<file path="src/rtl/fifo_sync_param.sv">
// rtl/fifo_sync_param.sv - parametrised single-clock first-word-fall-through FIFO with status and sticky error flags
module fifo_sync_param #(
  parameter int WIDTH     = 8,
  parameter int DEPTH     = 16,
  parameter int AF_THRESH = DEPTH - 2,
  parameter int AE_THRESH = 2
) (
  input  logic                     CLK,
  input  logic                     RST_N,
  input  logic [WIDTH-1:0]         DATA_IN,
  input  logic                     WR_EN,
  input  logic                     RD_EN,
  input  logic                     CLR,
  output logic [WIDTH-1:0]         DATA_OUT,
  output logic                     EMPTY,
  output logic                     FULL,
  output logic                     ALMOST_EMPTY,
  output logic                     ALMOST_FULL,
  output logic [$clog2(DEPTH):0]   COUNT,
  output logic                     OVERFLOW,
  output logic                     UNDERFLOW
);

  localparam int AW = $clog2(DEPTH);
  localparam int CW = AW + 1;

  logic [WIDTH-1:0] r_mem [DEPTH];
  logic [AW-1:0]    r_wr_ptr;
  logic [AW-1:0]    r_rd_ptr;
  logic [CW-1:0]    r_count;
  logic [WIDTH-1:0] r_last;
  logic             r_ovf;
  logic             r_udf;

  logic             w_empty;
  logic             w_full;
  logic             w_rd_ok;
  logic             w_wr_ok;

  // Status derived only from the registered occupancy count
  always_comb begin
    w_empty = (r_count == '0);
    w_full  = (r_count == CW'(DEPTH));
    // A full FIFO can still take a write when a pop frees the head slot on the same edge
    w_rd_ok = RD_EN && !w_empty;
    w_wr_ok = WR_EN && (!w_full || w_rd_ok);
  end

  // Storage array; contents need no reset since COUNT gates their visibility
  always_ff @(posedge CLK) begin
    if (!CLR && w_wr_ok) begin
      r_mem[r_wr_ptr] <= DATA_IN;
    end
  end

  // Pointers, occupancy and sticky error flags; CLR overrides any request in the same cycle
  always_ff @(posedge CLK or negedge RST_N) begin
    if (!RST_N) begin
      r_wr_ptr <= '0;
      r_rd_ptr <= '0;
      r_count  <= '0;
      r_ovf    <= 1'b0;
      r_udf    <= 1'b0;
    end else if (CLR) begin
      r_wr_ptr <= '0;
      r_rd_ptr <= '0;
      r_count  <= '0;
      r_ovf    <= 1'b0;
      r_udf    <= 1'b0;
    end else begin
      if (w_wr_ok) begin
        r_wr_ptr <= r_wr_ptr + AW'(1);
      end
      if (w_rd_ok) begin
        r_rd_ptr <= r_rd_ptr + AW'(1);
      end
      if (w_wr_ok && !w_rd_ok) begin
        r_count <= r_count + CW'(1);
      end else if (w_rd_ok && !w_wr_ok) begin
        r_count <= r_count - CW'(1);
      end
      if (WR_EN && !w_wr_ok) begin
        r_ovf <= 1'b1;
      end
      if (RD_EN && w_empty) begin
        r_udf <= 1'b1;
      end
    end
  end

  // Remember the most recently presented head so DATA_OUT holds steady once the FIFO empties
  always_ff @(posedge CLK or negedge RST_N) begin
    if (!RST_N) begin
      r_last <= '0;
    end else if (!w_empty) begin
      r_last <= r_mem[r_rd_ptr];
    end
  end

  // Output mapping; head entry falls through whenever data is present
  always_comb begin
    DATA_OUT     = w_empty ? r_last : r_mem[r_rd_ptr];
    EMPTY        = w_empty;
    FULL         = w_full;
    ALMOST_EMPTY = (r_count <= CW'(AE_THRESH));
    ALMOST_FULL  = (r_count >= CW'(AF_THRESH));
    COUNT        = r_count;
    OVERFLOW     = r_ovf;
    UNDERFLOW    = r_udf;
  end

endmodule

</file>
<file path="config.mk">
export PLATFORM = sky130hd
export DESIGN_NAME = fifo_sync_param
export DESIGN_NICKNAME = d
export VERILOG_FILES = /design/src/rtl/fifo_sync_param.sv
export SDC_FILE = /design/constraint.sdc
export NUM_CORES = 1
export LEC_CHECK = 0
export BUFFER_PORTS_ARGS = -buffer_cell sky130_fd_sc_hd__buf_2
export CAP_MARGIN = 20
export CORE_UTILIZATION = 45
export CTS_CLUSTER_SIZE = 8
export DETAILED_ROUTE_END_ITERATION = 8
export SYNTH_ARGS = -nofsm -noshare
export SYNTH_HDL_FRONTEND = slang
export SYNTH_SLANG_ARGS = --single-unit
</file>
<file path="constraint.sdc">
create_clock -name CLK -period 3.1 [get_ports CLK]
set_clock_uncertainty 0.2 [all_clocks]
set_input_delay 0.62 -clock CLK [delete_from_list [all_inputs] [get_ports CLK]]
set_output_delay 0.62 -clock CLK [all_outputs]
set_load 0.02 [all_outputs]
</file>
-- Word-level counts from Yosys, hierarchy flattened
Memories as Yosys holds them, arrays and structs flattened.
Cells that the tools add are included.
- add/sub/neg operators: 4
- $lt $le $gt $ge: 2
- equality and inequality tests: 1
- muxes and demuxes: 14
- reductions and logical operators: 19
- operator list (operator ; number):
    $mux W4 ; 4
    $mux W5 ; 3
    $add A4 B1 Y4 const B ; 2
    $mux W8 ; 1
    $reduce_bool A2 Y1 ; 4
    $logic_and A1 B1 Y1 ; 7
    $mux W1 ; 6
    $add A5 B1 Y5 const B ; 1
    $eq A5 B5 Y1 const B ; 1
    $ge A5 B4 Y1 const B ; 1
    $le A5 B2 Y1 const B ; 1
    $logic_not A1 Y1 ; 5
    $logic_not A5 Y1 ; 1
    $sub A5 B1 Y5 const B ; 1
    $reduce_bool A3 Y1 ; 1
    $logic_or A1 B1 Y1 ; 1
- register bits after elaboration: 23
- memory bits (writable): 128
- input port bits: 13
- output and inout port bits: 19
- word-level logic and storage cells: 47
- memories: 1
- memories (name ; words ; bits a word ; read ports ; clocked after memory_dff ; write ports ; RTL line ; source):
    r_mem ; 16 ; 8 ; 1 ; 0 ; 1 ; 27 ; logic [WIDTH-1:0] r_mem [DEPTH];

-- Longest topological paths before layout
- word-level depth: 10
- gate-level depth with buffers: 10
- depth with buffers taken out: 8

-- Worst setup path before layout
OpenSTA, ideal clock, no wires.
- path kind: reg-to-reg
- start point: reg r_count[3] (netlist: COUNT[3])
- end point: reg r_count[4] (netlist: COUNT[4])
- library setup time: 82 ps
- data arrival time: 2873 ps
- required time: 2818 ps
- path slack: -55 ps
- cell stages (with the launch flop): 11
- buffers on the path: 2
- clock period less this slack: 3155 ps
- path through: dfrtp_1 or4_1 clkbuf_2 buf_4 nor2_1 a211o_1 ha_1 a21oi_1 nand2_1 a211o_1 a31oi_1
- elaborated cells on any way between the ends: 17
- classes of those cells: add/sub (2); eq/ne (1); mux (3); reduce/logical (11)
- RTL lines (item ; RTL line ; source):
    from (decl) ; 30 ; logic [CW-1:0] r_count;
    from (signal assigned) ; 78 ; r_count <= r_count + CW'(1);
    from (signal assigned) ; 80 ; r_count <= r_count - CW'(1);
    $eq A5 B5 Y1 * ; 43 ; w_full = (r_count == CW'(DEPTH));
    net FULL ; 16 ; output logic FULL,
    $logic_not A1 Y1 * ; 46 ; w_wr_ok = WR_EN && (!w_full || w_rd_ok);
    $logic_or A1 B1 Y1 * ; 46 ;
    $logic_and A1 B1 Y1 * ; 46 ;
    $logic_and A1 B1 Y1 or $logic_not A1 Y1 (tied branches) ; 77, 79 ;
    $mux W5 or $logic_and A1 B1 Y1 (tied branches) ; 77, 79 ;
    $mux W5 or $reduce_bool A3 Y1 (tied branches) ; - ;
Mark *: on every way through the listed nets, which the timed path passes. The rest lies on a longest branch. The select of a mux whose other input is x is not followed.
A chain may end at the register's enable or synchronous reset.

-- Worst setup path in the final report
- start point: reg r_count[3] (netlist: COUNT[3])
- end point: out DATA_OUT[5]
- cells in the longest elaborated chain, start to end: 2
- RTL lines (item ; RTL line ; source):
    $logic_not A5 Y1 ; 42 ; w_empty = (r_count == '0);
    $mux W8 ; 102 ; DATA_OUT = w_empty ? r_last : r_mem[r_rd_ptr];
    to (decl) ; 14 ; output logic [WIDTH-1:0] DATA_OUT,
No other way between the ends.

==> metrics.csv <==
metric;value;unit
max-vdd-ir-drop;0.4923;mV
fp-row-count;42;
grt_pass1_vias;3476;
mappedNetlistArea;0.006183;mm2
critical_path_class;flip-flop to output pin;
outcome;finished, final reports clean;
critical_path.endpoint_type;output pin;
groute.usage.overall;0.1963;
yosys_warnings;0;
fp.dieW;119.2;um
seq_area_frac_synth;0.7147;
diodes;0;
total_power;6.398;mW
async_reset_ff_frac;0.1523;
numCtsBuffers;17;
path_clk_slew;50;ps
pwr-share-comb;0.323;
dieArea;0.01421;mm2
clockRootBuffer;clkbuf_16;
avgSynthCellArea;17.92;um2
cap_violations;0;
grt_max_degree;36;
stdcell_count;601;
drt.antenna.violating_nets;0;
postCtsHoldBufs;0;
clk_latency;420;ps
drtPass1Iterations;4;
final_hold_viol_count;0;
switching_power;1.879;mW
final_core_util;0.5704;
dp_cells;550;
synth_top_area_cell;edfxtp_1;
drt-wirelength-per-cell;21.99;um
cp.arrival;2240;ps
grt_pass1_wl;19810;um
initial_utilization;0.4633;
netlist.area_leader.share;0.6216;
numPortBuffers;31;
period_share;0.9886;
areaGrowthSynthToFinish;23.13;%
cp_max_fo;6;
synthTopCellsByArea;edfxtp_1 62%, mux4_2 12%, dfrtp_1 9.3%, mux2_2 2.2%, nor2_1 1.9%;
fmax;0.3263;GHz
p_seq_frac;0.375;
p_clk_frac;0.302;
synth-seq-cells;151;
synthCells;345;
antenna_found_initial;0;
stdcell_area;0.007614;mm2
drc;0;
grt_setup_unrepaired;true;
placed_cell_area;0.006635;mm2
min_period;3065;ps
vias_per_cell;5.592;
wl;13210;um
tritoncts;yes;
globalplace.congestion;0.8330;
ys_types;40;
place_hpwl;7822;um
synth_top_cells_by_count;128 x edfxtp_1, 32 x mux4_2, 32 x nor2_1;
setup_viol;0;
fillers;1028;
yosysMostFrequentCell;edfxtp_1;
worstMarginPinSlew;979.2;ps
final_nets;435;
syn_nets;368;
htreeDepth;4;
crit_required;2280;ps
cts.sinks;151;
clk_path_buf_depth;2;
p_per_area;840.3;mW/mm2
maxSlewViolCount;0;
max_slew_margin;0.3448;
drive_gt1_frac;0.3953;
num_vias;3361;
whs;28.05;ps
internal_power;4.519;mW
io_pins;32;
core;0.01335;mm2
p_leak;2.665;nW
hold_path_class;input port to asynchronous set/reset pin;
p_sw_frac;0.2937;
cp-start-kind;flip-flop;
synth-edff-count;128;
die_h;119.2;um
synth-main-ff-cell;edfxtp_1;
drt_iter0_markers;369;
overflow;0;
## what timing repair did
item,4_1_cts,5_1_grt
setup buffers,12,4
pin swaps,1,2
gates resized for setup,25,24
gates cloned,1,2
setup endpoints to repair,8,8
## layer usage
| layer | GRT usage | part of all wire |
|---|---|---|
| met1 | 0.2522 | 0.43 |
| met2 | 0.3198 | 0.50 |
| met3 | 0.05556 | 0.057 |
| met4 | 0.06883 | 0.014 |
| met5 | 0 | 0 |
## critical path: stages (launching register included)
cell,delay (ps)
dfrtp_1,380
or4_4,570
buf_12,150
o21ai_4,130
buf_6,160
o22ai_1,80
a21oi_1,180
buf_4,180
## metrics by stage
step | TNS, ps | setup WS, ps
after floorplan | 0 | 64.16
after global placement | 0 | 251.8
after detailed placement | 0 | 159.5
after CTS | -27.04 | -10.02
after global routing | -231.1 | -67.94
final | 0 | 35.21
## cell families (layout without fill, tap and decap cells)
logic type,count (synthesis),after routing,share of synthesized area
buf+inv,25,105,0.01922
mux,45,45,0.1400
compound gates,46,46,0.04917
xor+xnor,8,8,0.01133
flops,151,151,0.7147
fa+ha+maj,10,10,0.02145
simple gates,60,60,0.04411
## cells in the final DEF, fill, tap and decap left out, types with 3 or more instances in the layout
cell / count
nor2_1: 31
buf_6: 4
clkinvlp_4: 3
edfxtp_1: 128
nand3_1: 7
a21oi_2: 7
buf_2: 23
dfrtp_1: 21
buf_4: 32
inv_6: 3
o22ai_2: 9
ha_1: 9
o22ai_1: 5
buf_12: 5
xor2_1: 6
mux4_2: 32
clkinv_2: 4
inv_1: 5
nand2_1: 8
mux2_2: 7
clkbuf_16: 19
mux2_4: 5
a21oi_1: 7
o21ai_0: 3
o211ai_1: 4
## final cells by class
cell class | instances | area [um2] | share of cell area
multi-input cells | 169 | 1788 | 0.2348
clock inverters | 11 | 98.84 | 0.01298
well taps | 176 | 220.2 | 0.02892
inverters | 5 | 18.77 | 0.002465
clock buffers | 21 | 460.4 | 0.06048
repair buffers | 68 | 605.6 | 0.07954
flip-flops and latches | 151 | 4422 | 0.5808
## worst paths after layout
path	start	slack, ps	cells after the start	endpoint
min in group CLK	OVERFLOW	330	2	OVERFLOW
setup reg to reg	COUNT[3]	120	10	COUNT[4]
setup / recovery	COUNT[3]	40	7	DATA_OUT[5]
max in group asynchronous	RST_N	2210	1	r_rd_ptr[0]
hold reg to reg	OVERFLOW	330	2	OVERFLOW
hold / removal	RST_N	30	1	COUNT[0]
## power by group through the flow
stage | logic (mW) | clock network [mW] | registers (mW)
3_5_place_dp | 1.50 | 0 | 2.45
3_3_place_gp | 1.48 | 0 | 2.44
4_1_cts | 1.78 | 1.97 | 2.39
2_1_floorplan | 1.05 | 0 | 2.45
6_report | 2.07 | 1.93 | 2.40
5_1_grt | 2.22 | 2.03 | 2.41
## state kept, by name (all words and copies together), names as in the netlist
signal / cells
r_wr_ptr: 4
r_mem: 128
UNDERFLOW: 1
OVERFLOW: 1
COUNT: 5
r_last: 8
r_rd_ptr: 4
No activity file was read; power rests on OpenSTA's default activity.
